==> src/rtl/fc_pkg.sv <==
// Shared constants for the fully-connected layer feeder: sequencer state codes,
// default operand width and a width helper that never returns less than one bit.
package fc_pkg;

   localparam int FC_IN_DATA_WIDTH = 8;

   typedef logic [2:0] fc_state_t;

   localparam fc_state_t ST_IDLE   = 3'd0;
   localparam fc_state_t ST_CLEAR  = 3'd1;
   localparam fc_state_t ST_FEED   = 3'd2;
   localparam fc_state_t ST_DRAIN  = 3'd3;
   localparam fc_state_t ST_RESULT = 3'd4;
   localparam fc_state_t ST_WAIT   = 3'd5;
   localparam fc_state_t ST_DONE   = 3'd6;

   function automatic int clog2_min1(input int value);
      return (value > 1) ? $clog2(value) : 1;
   endfunction

endpackage

==> src/rtl/fc_feeder_if.sv <==
// Memory read ports plus the operand stream towards the MAC core, seen from the feeder
// (master) and from the memories/core (slave).
interface fc_feeder_if #(
   parameter int IN_DATA_WIDTH = 8,
   parameter int NA_W          = 4,
   parameter int WA_W          = 7,
   parameter int BA_W          = 3
);
   logic                     o_node_ce;
   logic [NA_W-1:0]          o_node_addr;
   logic [IN_DATA_WIDTH-1:0] i_node_rdata;
   logic                     o_wegt_ce;
   logic [WA_W-1:0]          o_wegt_addr;
   logic [IN_DATA_WIDTH-1:0] i_wegt_rdata;
   logic [BA_W-1:0]          o_bias_addr;
   logic [IN_DATA_WIDTH-1:0] i_bias_rdata;
   logic                     o_run;
   logic                     o_valid;
   logic [IN_DATA_WIDTH-1:0] o_node;
   logic [IN_DATA_WIDTH-1:0] o_wegt;
   logic [IN_DATA_WIDTH-1:0] o_bias;
   logic                     o_acc_done;
   logic [BA_W-1:0]          o_neuron_idx;

   modport master (
      output o_node_ce, o_node_addr, o_wegt_ce, o_wegt_addr, o_bias_addr,
      output o_run, o_valid, o_node, o_wegt, o_bias, o_acc_done, o_neuron_idx,
      input  i_node_rdata, i_wegt_rdata, i_bias_rdata
   );

   modport slave (
      input  o_node_ce, o_node_addr, o_wegt_ce, o_wegt_addr, o_bias_addr,
      input  o_run, o_valid, o_node, o_wegt, o_bias, o_acc_done, o_neuron_idx,
      output i_node_rdata, i_wegt_rdata, i_bias_rdata
   );

endinterface

==> src/rtl/fc_feed_counter.sv <==
// Nested element (k) / neuron (j) counters with a weight address that simply counts
// up alongside k, so j*NUM_IN+k never needs a multiplier.
module fc_feed_counter #(
   parameter int NUM_IN  = 16,
   parameter int NUM_OUT = 8,
   parameter int NA_W    = 4,
   parameter int WA_W    = 7,
   parameter int BA_W    = 3
) (
   input  logic            clk,
   input  logic            reset,
   input  logic            start,
   input  logic            clear_k,
   input  logic            step,
   input  logic            next_j,
   output logic [NA_W-1:0] k,
   output logic [WA_W-1:0] wa,
   output logic [BA_W-1:0] j,
   output logic            k_last,
   output logic            j_last
);

   localparam logic [NA_W-1:0] K_MAX  = NA_W'(NUM_IN - 1);
   localparam logic [WA_W-1:0] WA_MAX = WA_W'(NUM_IN * NUM_OUT - 1);
   localparam logic [BA_W-1:0] J_MAX  = BA_W'(NUM_OUT - 1);

   logic [NA_W-1:0] k_reg, k_next;
   logic [WA_W-1:0] wa_reg, wa_next;
   logic [BA_W-1:0] j_reg, j_next;

   assign k      = k_reg;
   assign wa     = wa_reg;
   assign j      = j_reg;
   assign k_last = (k_reg == K_MAX);
   assign j_last = (j_reg == J_MAX);

   always_comb begin
      k_next  = k_reg;
      wa_next = wa_reg;
      j_next  = j_reg;
      if (start) begin
         k_next  = '0;
         wa_next = '0;
         j_next  = '0;
      end else begin
         if (clear_k) begin
            k_next = '0;
         end else if (step) begin
            k_next = k_last ? '0 : k_reg + 1'b1;
            // Saturate on the final element so the address never wraps mid-layer.
            wa_next = (wa_reg == WA_MAX) ? wa_reg : wa_reg + 1'b1;
         end
         if (next_j && !j_last) begin
            j_next = j_reg + 1'b1;
         end
      end
   end

   always_ff @(posedge clk) begin
      if (reset) begin
         k_reg  <= '0;
         wa_reg <= '0;
         j_reg  <= '0;
      end else begin
         k_reg  <= k_next;
         wa_reg <= wa_next;
         j_reg  <= j_next;
      end
   end

endmodule

==> src/rtl/fc_feeder.sv <==
// Sequencer feeding one neuron at a time into the MAC core: clear, stream NUM_IN
// operand pairs from 1-cycle-latency memories, flag the final result, repeat per neuron.
module fc_feeder
   import fc_pkg::*;
#(
   parameter int IN_DATA_WIDTH = FC_IN_DATA_WIDTH,
   parameter int NUM_IN        = 16,
   parameter int NUM_OUT       = 8
) (
   input  logic        clk,
   input  logic        reset,
   input  logic        i_start,
   input  logic        i_out_ready,
   output logic        o_busy,
   output logic        o_done,
   fc_feeder_if.master bus
);

   localparam int NA_W = clog2_min1(NUM_IN);
   localparam int WA_W = clog2_min1(NUM_IN * NUM_OUT);
   localparam int BA_W = clog2_min1(NUM_OUT);

   fc_state_t state_reg, state_next;

   logic            cnt_start;
   logic            cnt_clear_k;
   logic            cnt_step;
   logic            cnt_next_j;
   logic [NA_W-1:0] k_cnt;
   logic [WA_W-1:0] wa_cnt;
   logic [BA_W-1:0] j_cnt;
   logic            k_last;
   logic            j_last;

   logic            read_ce;
   logic            valid_reg;
   logic            first_reg;

   fc_feed_counter #(
      .NUM_IN  (NUM_IN),
      .NUM_OUT (NUM_OUT),
      .NA_W    (NA_W),
      .WA_W    (WA_W),
      .BA_W    (BA_W)
   ) u_counter (
      .clk     (clk),
      .reset   (reset),
      .start   (cnt_start),
      .clear_k (cnt_clear_k),
      .step    (cnt_step),
      .next_j  (cnt_next_j),
      .k       (k_cnt),
      .wa      (wa_cnt),
      .j       (j_cnt),
      .k_last  (k_last),
      .j_last  (j_last)
   );

   always_comb begin
      state_next  = state_reg;
      cnt_start   = 1'b0;
      cnt_clear_k = 1'b0;
      cnt_step    = 1'b0;
      cnt_next_j  = 1'b0;
      case (state_reg)
         ST_IDLE: begin
            if (i_start) begin
               state_next = ST_CLEAR;
               cnt_start  = 1'b1;
            end
         end
         ST_CLEAR: begin
            cnt_clear_k = 1'b1;
            state_next  = ST_FEED;
         end
         ST_FEED: begin
            cnt_step = 1'b1;
            if (k_last) begin
               state_next = ST_DRAIN;
            end
         end
         ST_DRAIN: begin
            state_next = ST_RESULT;
         end
         ST_RESULT: begin
            if (j_last) begin
               state_next = ST_DONE;
            end else if (i_out_ready) begin
               state_next = ST_CLEAR;
               cnt_next_j = 1'b1;
            end else begin
               state_next = ST_WAIT;
            end
         end
         ST_WAIT: begin
            if (i_out_ready) begin
               state_next = ST_CLEAR;
               cnt_next_j = 1'b1;
            end
         end
         ST_DONE: begin
            state_next = ST_IDLE;
         end
         default: begin
            state_next = ST_IDLE;
         end
      endcase
   end

   assign read_ce = (state_reg == ST_FEED);

   // Read data arrives one cycle after the enable; the core adds bias on every valid
   // element, so bias is only let through on the k==0 element.
   always_ff @(posedge clk) begin
      if (reset) begin
         state_reg <= ST_IDLE;
         valid_reg <= 1'b0;
         first_reg <= 1'b0;
      end else begin
         state_reg <= state_next;
         valid_reg <= read_ce;
         first_reg <= read_ce && (k_cnt == '0);
      end
   end

   assign o_busy           = (state_reg != ST_IDLE);
   assign o_done           = (state_reg == ST_DONE);

   assign bus.o_node_ce    = read_ce;
   assign bus.o_wegt_ce    = read_ce;
   assign bus.o_node_addr  = k_cnt;
   assign bus.o_wegt_addr  = wa_cnt;
   assign bus.o_bias_addr  = j_cnt;
   assign bus.o_run        = (state_reg == ST_CLEAR);
   assign bus.o_valid      = valid_reg;
   assign bus.o_acc_done   = (state_reg == ST_RESULT);
   assign bus.o_neuron_idx = j_cnt;

   for (genvar gi = 0; gi < IN_DATA_WIDTH; gi++) begin : g_data_gate
      assign bus.o_node[gi] = valid_reg & bus.i_node_rdata[gi];
      assign bus.o_wegt[gi] = valid_reg & bus.i_wegt_rdata[gi];
      assign bus.o_bias[gi] = first_reg & bus.i_bias_rdata[gi];
   end

endmodule
==> src/flat_wrapper.sv <==
// flat-port wrapper written by rule: the top's interface ports become plain ports
module fc_feeder_flat import fc_pkg::*;
#(
   parameter int IN_DATA_WIDTH = FC_IN_DATA_WIDTH,
   parameter int NUM_IN        = 16,
   parameter int NUM_OUT       = 8
)
  (clk, reset, i_start, i_out_ready, o_busy, o_done, bus_o_node_ce, bus_o_node_addr, bus_o_wegt_ce, bus_o_wegt_addr, bus_o_bias_addr, bus_o_run, bus_o_valid, bus_o_node, bus_o_wegt, bus_o_bias, bus_o_acc_done, bus_o_neuron_idx, bus_i_node_rdata, bus_i_wegt_rdata, bus_i_bias_rdata);
  fc_feeder_if #(.IN_DATA_WIDTH(IN_DATA_WIDTH)) bus_i ();
  input  logic clk;
  input  logic reset;
  input  logic i_start;
  input  logic i_out_ready;
  output logic o_busy;
  output logic o_done;
  output wire logic [$bits(bus_i.o_node_ce)-1:0] bus_o_node_ce;
  output wire logic [$bits(bus_i.o_node_addr)-1:0] bus_o_node_addr;
  output wire logic [$bits(bus_i.o_wegt_ce)-1:0] bus_o_wegt_ce;
  output wire logic [$bits(bus_i.o_wegt_addr)-1:0] bus_o_wegt_addr;
  output wire logic [$bits(bus_i.o_bias_addr)-1:0] bus_o_bias_addr;
  output wire logic [$bits(bus_i.o_run)-1:0] bus_o_run;
  output wire logic [$bits(bus_i.o_valid)-1:0] bus_o_valid;
  output wire logic [$bits(bus_i.o_node)-1:0] bus_o_node;
  output wire logic [$bits(bus_i.o_wegt)-1:0] bus_o_wegt;
  output wire logic [$bits(bus_i.o_bias)-1:0] bus_o_bias;
  output wire logic [$bits(bus_i.o_acc_done)-1:0] bus_o_acc_done;
  output wire logic [$bits(bus_i.o_neuron_idx)-1:0] bus_o_neuron_idx;
  input wire logic [$bits(bus_i.i_node_rdata)-1:0] bus_i_node_rdata;
  input wire logic [$bits(bus_i.i_wegt_rdata)-1:0] bus_i_wegt_rdata;
  input wire logic [$bits(bus_i.i_bias_rdata)-1:0] bus_i_bias_rdata;
  assign bus_o_node_ce = bus_i.o_node_ce;
  assign bus_o_node_addr = bus_i.o_node_addr;
  assign bus_o_wegt_ce = bus_i.o_wegt_ce;
  assign bus_o_wegt_addr = bus_i.o_wegt_addr;
  assign bus_o_bias_addr = bus_i.o_bias_addr;
  assign bus_o_run = bus_i.o_run;
  assign bus_o_valid = bus_i.o_valid;
  assign bus_o_node = bus_i.o_node;
  assign bus_o_wegt = bus_i.o_wegt;
  assign bus_o_bias = bus_i.o_bias;
  assign bus_o_acc_done = bus_i.o_acc_done;
  assign bus_o_neuron_idx = bus_i.o_neuron_idx;
  assign bus_i.i_node_rdata = bus_i_node_rdata;
  assign bus_i.i_wegt_rdata = bus_i_wegt_rdata;
  assign bus_i.i_bias_rdata = bus_i_bias_rdata;
  fc_feeder #(.IN_DATA_WIDTH(IN_DATA_WIDTH), .NUM_IN(NUM_IN), .NUM_OUT(NUM_OUT)) u_core (.clk(clk), .reset(reset), .i_start(i_start), .i_out_ready(i_out_ready), .o_busy(o_busy), .o_done(o_done), .bus(bus_i));
endmodule
==> config.mk <==
export PLATFORM = sky130hd
export DESIGN_NAME = fc_feeder_flat
export DESIGN_NICKNAME = d
export VERILOG_FILES = /design/src/rtl/fc_pkg.sv /design/src/rtl/fc_feeder_if.sv /design/src/rtl/fc_feed_counter.sv /design/src/rtl/fc_feeder.sv /design/src/flat_wrapper.sv
export SDC_FILE = /design/constraint.sdc
export NUM_CORES = 1
export LEC_CHECK = 0
export ABC_AREA = 1
export CAP_MARGIN = 15
export CORE_MARGIN = 1.5
export CORE_UTILIZATION = 34
export DETAILED_ROUTE_END_ITERATION = 10
export PLACE_DENSITY = 0.77
export SETUP_SLACK_MARGIN = 0.1
export SLEW_MARGIN = 20
export SYNTH_ARGS = -nofsm -noshare
export SYNTH_HDL_FRONTEND = slang
export SYNTH_HIERARCHICAL = 1
export SYNTH_SLANG_ARGS = --single-unit
==> constraint.sdc <==
create_clock -name clk -period 1.4 [get_ports clk]
set_input_delay 0.21 -clock clk [delete_from_list [all_inputs] [get_ports clk]]
set_output_delay 0.21 -clock clk [all_outputs]
set_load 0.05 [all_outputs]
* Word level (Yosys, flattened, before mapping) *
Index checks and enable logic that the tools add are counted.

word-level totals
  register bits = 19
  latch bits = 0
  bits in writable memories = 0
  memory bits (read-only) = 0
  word-level logic and storage cells = 71
  memories kept = 0

cells by class
  $add $sub $neg = 3
  $mul = 0
  divide/modulo/power cells = 0
  magnitude comparators = 0
  eq/ne operators = 12
  shift operators = 0
  multiplexer cells = 14
  bitwise operators = 26
  reduce and logical (&&, ||, !) cells = 10

operators with widths
  operator             count
  $and 1x1->1          24
  $pmux 3 s6           1
  $mux 3               5
  $eq 3x3->1 const B   4
  $add 7x1->7 const B  1
  $eq 7x7->1 const B   1
  $eq 3x2->1 const B   2
  $mux 1               6
  $ne 2x2->1 const B   3
  $reduce_and 3->1     2
  $add 4x1->4 const B  1
  $eq 4x4->1 const B   1
  $logic_not 4->1      1
  $mux 4               1
  $add 3x1->3 const B  1
  $eq 3x1->1 const B   1
  $logic_not 3->1      1
  $reduce_bool 3->1    1
  $reduce_or 3->1      1
  $logic_and 1x1->1    2
  $not 1->1            2
  $pmux 1 s2           1
  $reduce_or 2->1      1
  $logic_not 1->1      1

* Logic depth before layout (Yosys ltp) *
Gate-level depths: netlist of run 1.

  depth in word-level cells = 4
  depth in mapped cells = 10

* Modules after synthesis *
The synthesis of run 1 kept the hierarchy.

by module, submodules not included
  module           instances  cells an instance  area each (um^2)  sequential area each (um^2)
  fc_feed_counter  1          107                770.7             280.3
  fc_feeder        1          100                518.0             100.1

* Worst setup path after synthesis of run 1 *
Ideal clock, no wire load.

  path kind = flip-flop to output port
  from = register u_core.state_reg[2]
  to = output o_done
  data arrival time = 1.614 ns
  data required time = 1.190 ns
  path slack = -0.424 ns
  stages on the path, launching flop included = 3
  buffers on the path = 0
  cells stage by stage = dfxtp_1 inv_1 nor3_1

between the ends
  word-level cells in the longest chain between the ends = 1

RTL lines
  what                      line                source
  start: declaration        fc_feeder.sv:23     fc_state_t state_reg, state_next;
  start signal: assignment  fc_feeder.sv:120    state_reg <= state_next;
  $eq 3x3->1                fc_feeder.sv:127    assign o_done = (state_reg == ST_DONE);
  end: declaration          flat_wrapper.sv:15  output logic o_done;

Every way passes these cells.

* Worst setup path in the final report of run 1 *
  from = register u_core.state_reg[2]
  to = register u_core.u_counter.k_reg[0] (netlist: u_core/u_counter/k[0])

between the ends
  word-level cells in the longest chain between the ends = 3

RTL lines
  what                                                  line                   source
  $eq 3x1->1 / $logic_not 3->1 (equally long branches)  fc_feeder.sv:65        case (state_reg)
  $mux 1                                                fc_feeder.sv:65
  $reduce_or 3->1 (no line)                             -
  end signal: assignment                                fc_feed_counter.sv:65  k_reg <= k_next;
  end: declaration                                      fc_feed_counter.sv:27  logic [NA_W-1:0] k_reg, k_next;

Several ways; a longest one is shown, not always the timed one.
A chain may end at the register's enable or synchronous reset.

==> flow_summary.toml, run 1 <==
[outcome]
status = "complete, but fails checks"
violations = "negative setup slack"

[setup_path]
critPathBufInv = 3
cp-end-kind = "register"
cp_slowest_cell = "dfxtp_4"
cp_slowest_stage_delay_ns = 0.38
required_ns = 1.55
worstSetupPathType = "reg2reg"
worstPathMaxFanout = 7
cp_top_family = "simple AND/OR/NAND/NOR gates"
worst_ep_arrival_time_ns = 1.68
worstPathCellList = "nor2_4, nand2_2, clkinvlp_4, buf_8, buf_6, nand3_2, o21bai_1, nor2_1"
worst_setup_path_start_kind = "register"

[floorplanning]
chipWidth_microns = 64.6
core_sq_um = 3660
die_h_microns = 64.6
rows = 22
start_util_pct = 35.2
dieArea_sq_um = 4170
ioPinCount = 76

[route]
drt_iter0_markers = 113
drt-total-wl_mm = 6.09
vias = 1806
wl_per_cell_microns = 16.8
final_antenna_net_count = 0
vias_per_cell = 4.99
drc_errors = 0
detail_route.first_pass.iterations = 4

[clock_tree]
cts_root_buf = "clkbuf_8"
worstSkewPairLatency_ns = 0.27
cts_buffers = 3
clk_pin_slew_ns = 0.08
h-tree-depth = 1
cts.path.max_buffers = 2
cts.sinks = 19
cts_tree = "done"

[placed_design]
port_buffers = 75
dp_slack_ns = -0.0758
place_congestion = 0.838
dp_hpwl_mm = 3.19

[global_routing]
grt-ovfl-total = 0
antenna_found_initial = 0
grt_pass1_vias = 1659
grt_pass1_wl_mm = 7.25
grt_usage_pct = 22.2
grt_max_degree = 18

[cells_and_area]
multi_input_area_sq_um = 951
antenna_cells = 0
seq_area_sq_um = 424
layout_commonest_cell = "buf_12"
area_delta_synth_final_pct = 157
drive_gt1_share_pct = 59.9
final_core_util_pct = 90.4
final_net_count = 347
final_cell_mix = "buf_12, nand2_1, clkdlybuf4s50_1, inv_1, buf_4"
largest_reg_flops = 7
n_fill_cell = 133

[logic_synthesis]
synth_edf_count = 0
avgSynthCellArea_sq_um = 6.23
synth_area_sq_um = 1290
synth_cells = 207
synth.yosys.seq_area_share_pct = 29.5
synthArstFlopShare_pct = 0
synthFlopType = "dfxtp_1"
ys_seq_elements = 19
synthDistinctLibCells = 27
syn_nets = 239
synth_warnings = 6

[timing]
slew_viol_final = 0
worst_slew_pin_slew_ns = 0.291
skew_ns = 0.00711
post-route-period-util_pct = 110
hold_violations = 0
rsz0062_at_grt = "yes"
finalSetupViolCount = 11
min_period_ns = 1.53
finalSetupTns_ns = -0.718
fmax_mhz = 652
max-slew-margin-rel_pct = 80.6
hold_slack_ns = 0.562
fin_ws_ns = -0.134

[job]
maxCapViolCount = 0

[power_and_ir_drop]
p_leak_nw = 1.48
p_per_area_nw_per_um2 = 837
vdd_drop_max_uv = 665

[hold_path]
hp-class = "reg2reg"
## metal layers
layer / track usage (%) / vias up / part of all wire, % / wire (microns)
li1: - / 832 / - / -
met1: 22.7 / 844 / 34 / 2090
met2: 43.5 / 111 / 55 / 3340
met3: 5.38 / 19 / 7.6 / 460
met4: 7.71 / 0 / 3.3 / 202
met5: 0 / - / 0 / 0
## worst min-delay path, stage by stage, from the launching register on
cell and delay (ns):
dfxtp_4 0.38, nand2_1 0.10, a21oi_2 0.05
## through the flow
step           area [sq um]  power [W]  instances
2_1_floorplan          1430    0.00129        207
3_3_place_gp           2730    0.00183        331
3_5_place_dp           2730    0.00185        331
4_1_cts                2930    0.00238        347
5_1_grt                3310    0.00287        362
6_report               3310    0.00277        362
## final timing paths
path	startpoint	slack (ns)	endpoint	cells past startpoint
setup / recovery	u_core/state_reg[2]	-0.13	u_core/u_counter/k[0]	8
hold / removal	u_core/u_counter/k[1]	0.56	u_core/u_counter/k[1]	2
setup reg to reg	u_core/state_reg[2]	-0.13	u_core/u_counter/k[0]	8
hold reg to reg	u_core/u_counter/k[1]	0.56	u_core/u_counter/k[1]	2
## power breakdown
part | total (W) | internal, W | switching, W
Clock | 0.000416 | 0.000204 | 0.000212
Combinational | 0.00171 | 0.000816 | 0.000894
Sequential | 0.000647 | 0.000578 | 0.0000690
Total | 0.00277 | 0.00160 | 0.00117
## cell usage after synthesis, types with 3 or more instances
master	n	share of area, %
dfxtp_1	19	30
nor2_1	24	7.0
inv_1	52	15
nand2_1	48	14
a21oi_1	6	2.3
nand3_1	14	5.4
nand3_2	5	3.9
buf_4	4	2.3
nor2_2	4	1.9
nor2_4	3	2.6
ha_1	4	3.9
o21ai_0	4	1.6
## area by class of cell
class	instances	share of cell area [%]
clock buffer	4	1.36
inverter	53	7.60
multi-input combinational	127	28.7
sequential	19	12.8
tap	48	1.81
timing repair buffer	111	47.7
## logic make-up (layout without fill, tap and decap cells)
group / after synthesis / after routing / synth area share, %
adders and majority gates: 4 / 4 / 3.88
and+or+nand+nor: 108 / 108 / 40.1
AOI/OAI and AO/OA: 13 / 13 / 5.53
DFF: 19 / 19 / 29.5
xor gates and xnor gates: 2 / 2 / 1.36
buffers and inverters: 61 / 168 / 19.6
## timing repair
item / in CTS / in global routing
gates resized for setup: 20 / 71
setup endpoints to repair: 16 / 44
setup buffers: 12 / 16
hold buffers: 0 / 0
cloned: 0 / 0
pin swaps: 7 / 26
No activity file was read; power rests on OpenSTA's default activity.
==> run 2, diff against run 1 <==
- SYNTH_HIERARCHICAL: 1 -> not set
==> run 2 against run 1 <==
The flow now finishes without violations; worst hold slack got worse by 0.059 ns; non-clock buffer count decreased by 17; area after synthesis decreased by 1.3%; sequential cell count unchanged; clock skew decreased by 0.0042 ns; clock-buffer cell count decreased by 1; fmax increased by 13%.
==> flow_summary.toml, run 2 <==
[logic_synthesis]
synth_area_sq_um = 1270
yosys.area.top_type = "dfxtp_1"
synthDominantCellAreaShare_pct = 29.9
synth_most_common_cell = "nand2_1"
syn_nets = 228
synthArstFlopShare_pct = 0
synth.yosys.seq_area_share_pct = 29.9
synth.area.top_cells = "dfxtp_1, nand2_1, inv_1"
synth_warnings = 0
synthDistinctLibCells = 26
synth_edf_count = 0
synth_compound_area_share_pct = 7.37
synth_cells = 194
synth_xor_xnor_area_share_pct = 2.06
synthSimpleGateAreaFrac_pct = 37.1
synthMuxAreaShare_pct = 0
avgSynthCellArea_sq_um = 6.56
synthFlopType = "dfxtp_1"
ys_top_cells_by_count = "nand2_1, inv_1, dfxtp_1"
synth_top_family_by_area = "simple AND/OR/NAND/NOR gates"
ys_seq_elements = 19
synth_fa_ha_area_share_pct = 5.90

[global_routing]
grt_pass1_wl_mm = 7.01
grt_pass1_vias = 1488
grt-ovfl-total = 0
grt_max_degree = 18
antenna_found_initial = 0
grt_usage_pct = 21.5

[cells_and_area]
fin_cells = 333
area_delta_synth_final_pct = 131
largest_reg_flops = 7
final_net_count = 320
final_cell_area_sq_um = 2940
layout_commonest_cell = "buf_12"
final_cell_mix = "buf_12, nand2_1, inv_1"
antenna_cells = 0
drive_gt1_share_pct = 48.8

[setup_path]
cp_slowest_cell = "dfxtp_4"
worstRegToRegCells = 7
worstReg2RegEnd = "u_core.u_counter.k[3]"
crit_top_cell = "nor2_4"
startpoint = "u_core.state_reg[0]"
worstPathCellList = "nor2_4, nand2_4, buf_4, nor2_4, nand2_1, a21oi_2, nor2_2"
worst_setup_path_start_kind = "register"
worst_ep_arrival_time_ns = 1.53
cp-end-kind = "register"
critPathBufInv = 1
cp_top_family = "simple AND/OR/NAND/NOR gates"
ff2ff_setup_slack_ns = 0.04
rr_startpoint = "u_core.state_reg[0]"
worstPathMaxFanout = 5
required_ns = 1.56
cp_slowest_stage_delay_ns = 0.39
worstSetupPathType = "reg2reg"

[power_and_ir_drop]
totalPowerFinal_w = 0.00241
power_frac_seq_pct = 27.6
intPower_w = 0.00141
p_per_area_nw_per_um2 = 820
pwr-share-comb_pct = 55.6
vdd_drop_max_uv = 599
p_leak_nw = 1.26
p_sw_share_pct = 41.6
net-switching-power_w = 0.00100
clock_power_share_pct = 16.8

[route]
vias_per_cell = 4.79
drt-total-wl_mm = 4.93
final_antenna_net_count = 0
vias = 1596
drc_errors = 0
drt_iter0_markers = 46
detail_route.first_pass.iterations = 4
wl_per_cell_microns = 14.8

[hold_path]
hp-class = "reg2reg"
hp-start = "u_core.u_counter.j[1]"
min_to = "u_core.u_counter.j[1]"
hold_depth = 2

[clock_tree]
cts.path.max_buffers = 2
cts.sinks = 19
cts_root_buf = "clkbuf_8"
h-tree-depth = 1
worstSkewPairLatency_ns = 0.26
cts_tree = "done"
cts_buffers = 3
clk_pin_slew_ns = 0.08

[timing]
post-route-period-util_pct = 97.4
fin_ws_ns = 0.0370
hold_violations = 0
max-slew-margin-rel_pct = 79.2
rsz0062_at_grt = "yes"
skew_ns = 0.00294
finalSetupViolCount = 0
fmax_mhz = 734
slew_viol_final = 0
min_period_ns = 1.36
worst_slew_pin_slew_ns = 0.311
finalSetupTns_ns = 0

[placed_design]
place_congestion = 0.899
post_dp_cell_area_sq_um = 2650
port_buffers = 75
place_inst = 311
dp_slack_ns = 0.0403
dp_hpwl_mm = 3.14

[floorplanning]
dieArea_sq_um = 4120
start_util_pct = 35.0
rows = 22
core_sq_um = 3630
die_h_microns = 64.2
chipWidth_microns = 64.2
ioPinCount = 76

[outcome]
status = "finished clean"

[job]
maxCapViolCount = 0
[run 2: cell type report]
cell class / instances / area [sq um]
Clock inverter: 1 / 5.00
Inverter: 45 / 229
Tap cell: 48 / 60.1
Multi-Input combinational cell: 123 / 777
Sequential cell: 19 / 422
Fill cell: 199 / 698
Clock buffer: 3 / 41.3
Timing Repair Buffer: 94 / 1400
[run 2: kinds of logic after synthesis]
| kind of cell | count (synthesis) |
|---|---|
| AOI/OAI and AO/OA | 15 |
| DFF | 19 |
| adders and majority gates | 6 |
| xor gates and xnor gates | 3 |
| buffers and inverters | 52 |
| and+or+nand+nor | 99 |
[run 2: what timing repair did]
item | CTS | global route
setup buffers | 11 | 7
hold buffers | 0 | 0
gates resized for setup | 9 | 17
setup endpoints to repair | 11 | 43
pin swaps | 6 | 9
[run 2: how the worst max path moves through the flow]
| stage | endpoint | depth (start not counted) |
|---|---|---|
| 3_3_place_gp | u_core.u_counter.wa[6] | 5 |
| 2_1_floorplan | o_done | 2 |
| 5_1_grt | u_core.u_counter.k[3] | 7 |
| 6_report | u_core.u_counter.k[3] | 7 |
| 4_1_cts | o_busy | 4 |
| 3_5_place_dp | u_core.u_counter.wa[6] | 5 |
[run 2: worst reg2reg max path, cell delays in order (launching register included)]
cell and delay [ns]:
dfxtp_4 0.39, nor2_4 0.14, nand2_4 0.10, buf_4 0.17
nor2_4 0.11, nand2_1 0.10, a21oi_2 0.19, nor2_2 0.05
[run 2: routing by layer]
metal  GRT usage, %  part of all wire (%)  vias up
li1               -                     -      763
met1           24.8                    38      735
met2           40.0                    52       82
met3           3.35                   7.2       16
met4           6.91                   3.1        0
met5              0                     0        -
[run 2: per-stage QoR]
step                util [%]  hold WS [ns]
finish                  80.8         0.503
global route            80.8         0.536
CTS                     77.7         0.503
detailed placement      72.9         0.492
global placement        72.9         0.489
floorplan                  -         0.272
[run 2: power by group through the flow]
| stage | sequential (W) | combinational (W) | clock [W] |
|---|---|---|---|
| finish | 0.000663 | 0.00134 | 0.000404 |
| global route | 0.000671 | 0.00140 | 0.000416 |
| CTS | 0.000664 | 0.00127 | 0.000398 |
| detailed placement | 0.000680 | 0.00112 | 0 |
| global placement | 0.000680 | 0.00110 | 0 |
| floorplan | 0.000694 | 0.000588 | 0 |
==> run 3, diff against run 2 <==
- MAX_ROUTING_LAYER: not set -> met4
- SLEW_MARGIN: 20 -> 5
==> run 3 against run 2 <==
Sequential cell count unchanged; clock skew down 0.0017 ns; routed wire length decreased by 0.14%; total power is essentially flat; core utilization did not move; global-route usage increased by 0.55 points; die area is the same; final area unchanged; cell count stayed put; clock-buffer cell count is the same; combinational power about the same; largest cell class unchanged.
==> flow_summary.toml, run 3 (synthesized netlist as in run 2, its figures left out) <==
[timing]
hold_violations = 0
post-route-period-util_pct = 97.1
max-slew-margin-rel_pct = 79.2
slew_viol_final = 0
skew_ns = 0.00122
worst_slew_pin_slew_ns = 0.311
finalSetupTns_ns = 0
fmax_mhz = 735
finalSetupViolCount = 0
min_period_ns = 1.36
rsz0062_at_grt = "yes"

[floorplanning]
start_util_pct = 35.0
core_sq_um = 3630
ioPinCount = 76
chipWidth_microns = 64.2
die_h_microns = 64.2
dieArea_sq_um = 4120
rows = 22

[power_and_ir_drop]
p_per_area_nw_per_um2 = 819
totalPowerFinal_w = 0.00240
p_leak_nw = 1.26
vdd_drop_max_uv = 594

[route]
vias_per_cell = 4.80
drt_iter0_markers = 46
final_antenna_net_count = 0
drt-total-wl_mm = 4.92
detail_route.first_pass.iterations = 4
drc_errors = 0
vias = 1598
wl_per_cell_microns = 14.8

[global_routing]
grt_max_degree = 18
grt_pass1_wl_mm = 7.00
grt_pass1_vias = 1488
antenna_found_initial = 0
grt_usage_pct = 22.0
grt-ovfl-total = 0

[job]
maxCapViolCount = 0

[clock_tree]
cts.path.max_buffers = 2
cts_hold_buffers = 0
cts_buffers = 3
cts_root_buf = "clkbuf_8"
h-tree-depth = 1
cts_tree = "done"
cts.sinks = 19
worstSkewPairLatency_ns = 0.26
clk_pin_slew_ns = 0.08

[cells_and_area]
final_core_util_pct = 80.8
final_cell_mix = "buf_12, nand2_1, inv_1"
antenna_cells = 0
final_net_count = 320
largest_reg_flops = 7
layout_commonest_cell = "buf_12"
drive_gt1_share_pct = 48.8
area_delta_synth_final_pct = 131

[setup_path]
critPathBufInv = 1
crit_cells = 7
startpoint = "u_core.state_reg[0]"
cp_top_family = "simple AND/OR/NAND/NOR gates"
worst_ep_arrival_time_ns = 1.52
worstReg2RegEnd = "u_core.u_counter.k[3]"
cp_slowest_stage_delay_ns = 0.39
crit_top_cell = "nor2_4"
cp-end-kind = "register"
required_ns = 1.56
worstSetupPathType = "reg2reg"
cp-endpoint = "u_core.u_counter.k[3]"
worstPathCellList = "nor2_4, nand2_4, buf_4, nor2_4, nand2_1, a21oi_2, nor2_2"
worst_setup_path_start_kind = "register"
ff2ff_setup_slack_ns = 0.04
worstRegToRegCells = 7
rr_startpoint = "u_core.state_reg[0]"
worstPathMaxFanout = 5
cp_slowest_cell = "dfxtp_4"

[hold_path]
hold_depth = 2
hp-class = "reg2reg"

[placed_design]
port_buffers = 75
dp_hpwl_mm = 3.14
place_congestion = 0.915

[outcome]
status = "finished clean"
## run 3: how the worst min path moves through the flow
stage / from / endpoint / slack, ns
after global placement: u_core.u_counter.wa[3] / u_core.u_counter.wa[3] / 0.49
after global routing: u_core.u_counter.j[1] / u_core.u_counter.j[1] / 0.54
final: u_core.u_counter.j[1] / u_core.u_counter.j[1] / 0.51
after detailed placement: u_core.u_counter.wa[6] / u_core.u_counter.wa[6] / 0.49
after CTS: u_core.u_counter.wa[6] / u_core.u_counter.wa[6] / 0.50
after floorplan: reset / u_core.state_reg[1] / 0.27
## run 3: worst min-delay path, cell delays in order (launching register included)
cell and delay [ns]:
dfxtp_4 0.35, nand2_1 0.06, a21oi_1 0.05
## run 3: final cells by class
class | instances | area (sq um)
Timing Repair Buffer | 94 | 1400
Sequential cell | 19 | 422
Multi-Input combinational cell | 123 | 777
Tap cell | 48 | 60.1
Fill cell | 199 | 698
Clock buffer | 3 | 41.3
Clock inverter | 1 | 5.00
Inverter | 45 | 229
## run 3: timing repair
action,4_1_cts,5_1_grt
setup buffers,11,7
setup endpoints to repair,11,43
pin swaps,6,9
resized for setup,9,17
## run 3: through the flow
stage	area, sq um	setup slack, ns	hold slack [ns]	instances
3_5_place_dp	2650	0.0403	0.492	311
5_1_grt	2940	-0.00356	0.536	333
3_3_place_gp	2650	0.0821	0.489	311
4_1_cts	2820	0.0562	0.503	326
6_report	2940	0.0400	0.505	333
2_1_floorplan	1400	0.0424	0.272	194
## run 3: routing by layer
layer | global-route usage [%] | up-vias | share of wire [%]
met5 | - | - | 0
met4 | 6.91 | 0 | 3.0
met1 | 24.7 | 731 | 38
met2 | 40.0 | 89 | 52
li1 | - | 763 | -
met3 | 3.35 | 15 | 7.6
## run 3: report_power, final
group	leakage, nW	switching, W	internal (W)	total [W]
Clock	0.0255	0.000206	0.000199	0.000405
Combinational	1.07	0.000709	0.000628	0.00134
Sequential	0.164	0.0000847	0.000578	0.000662
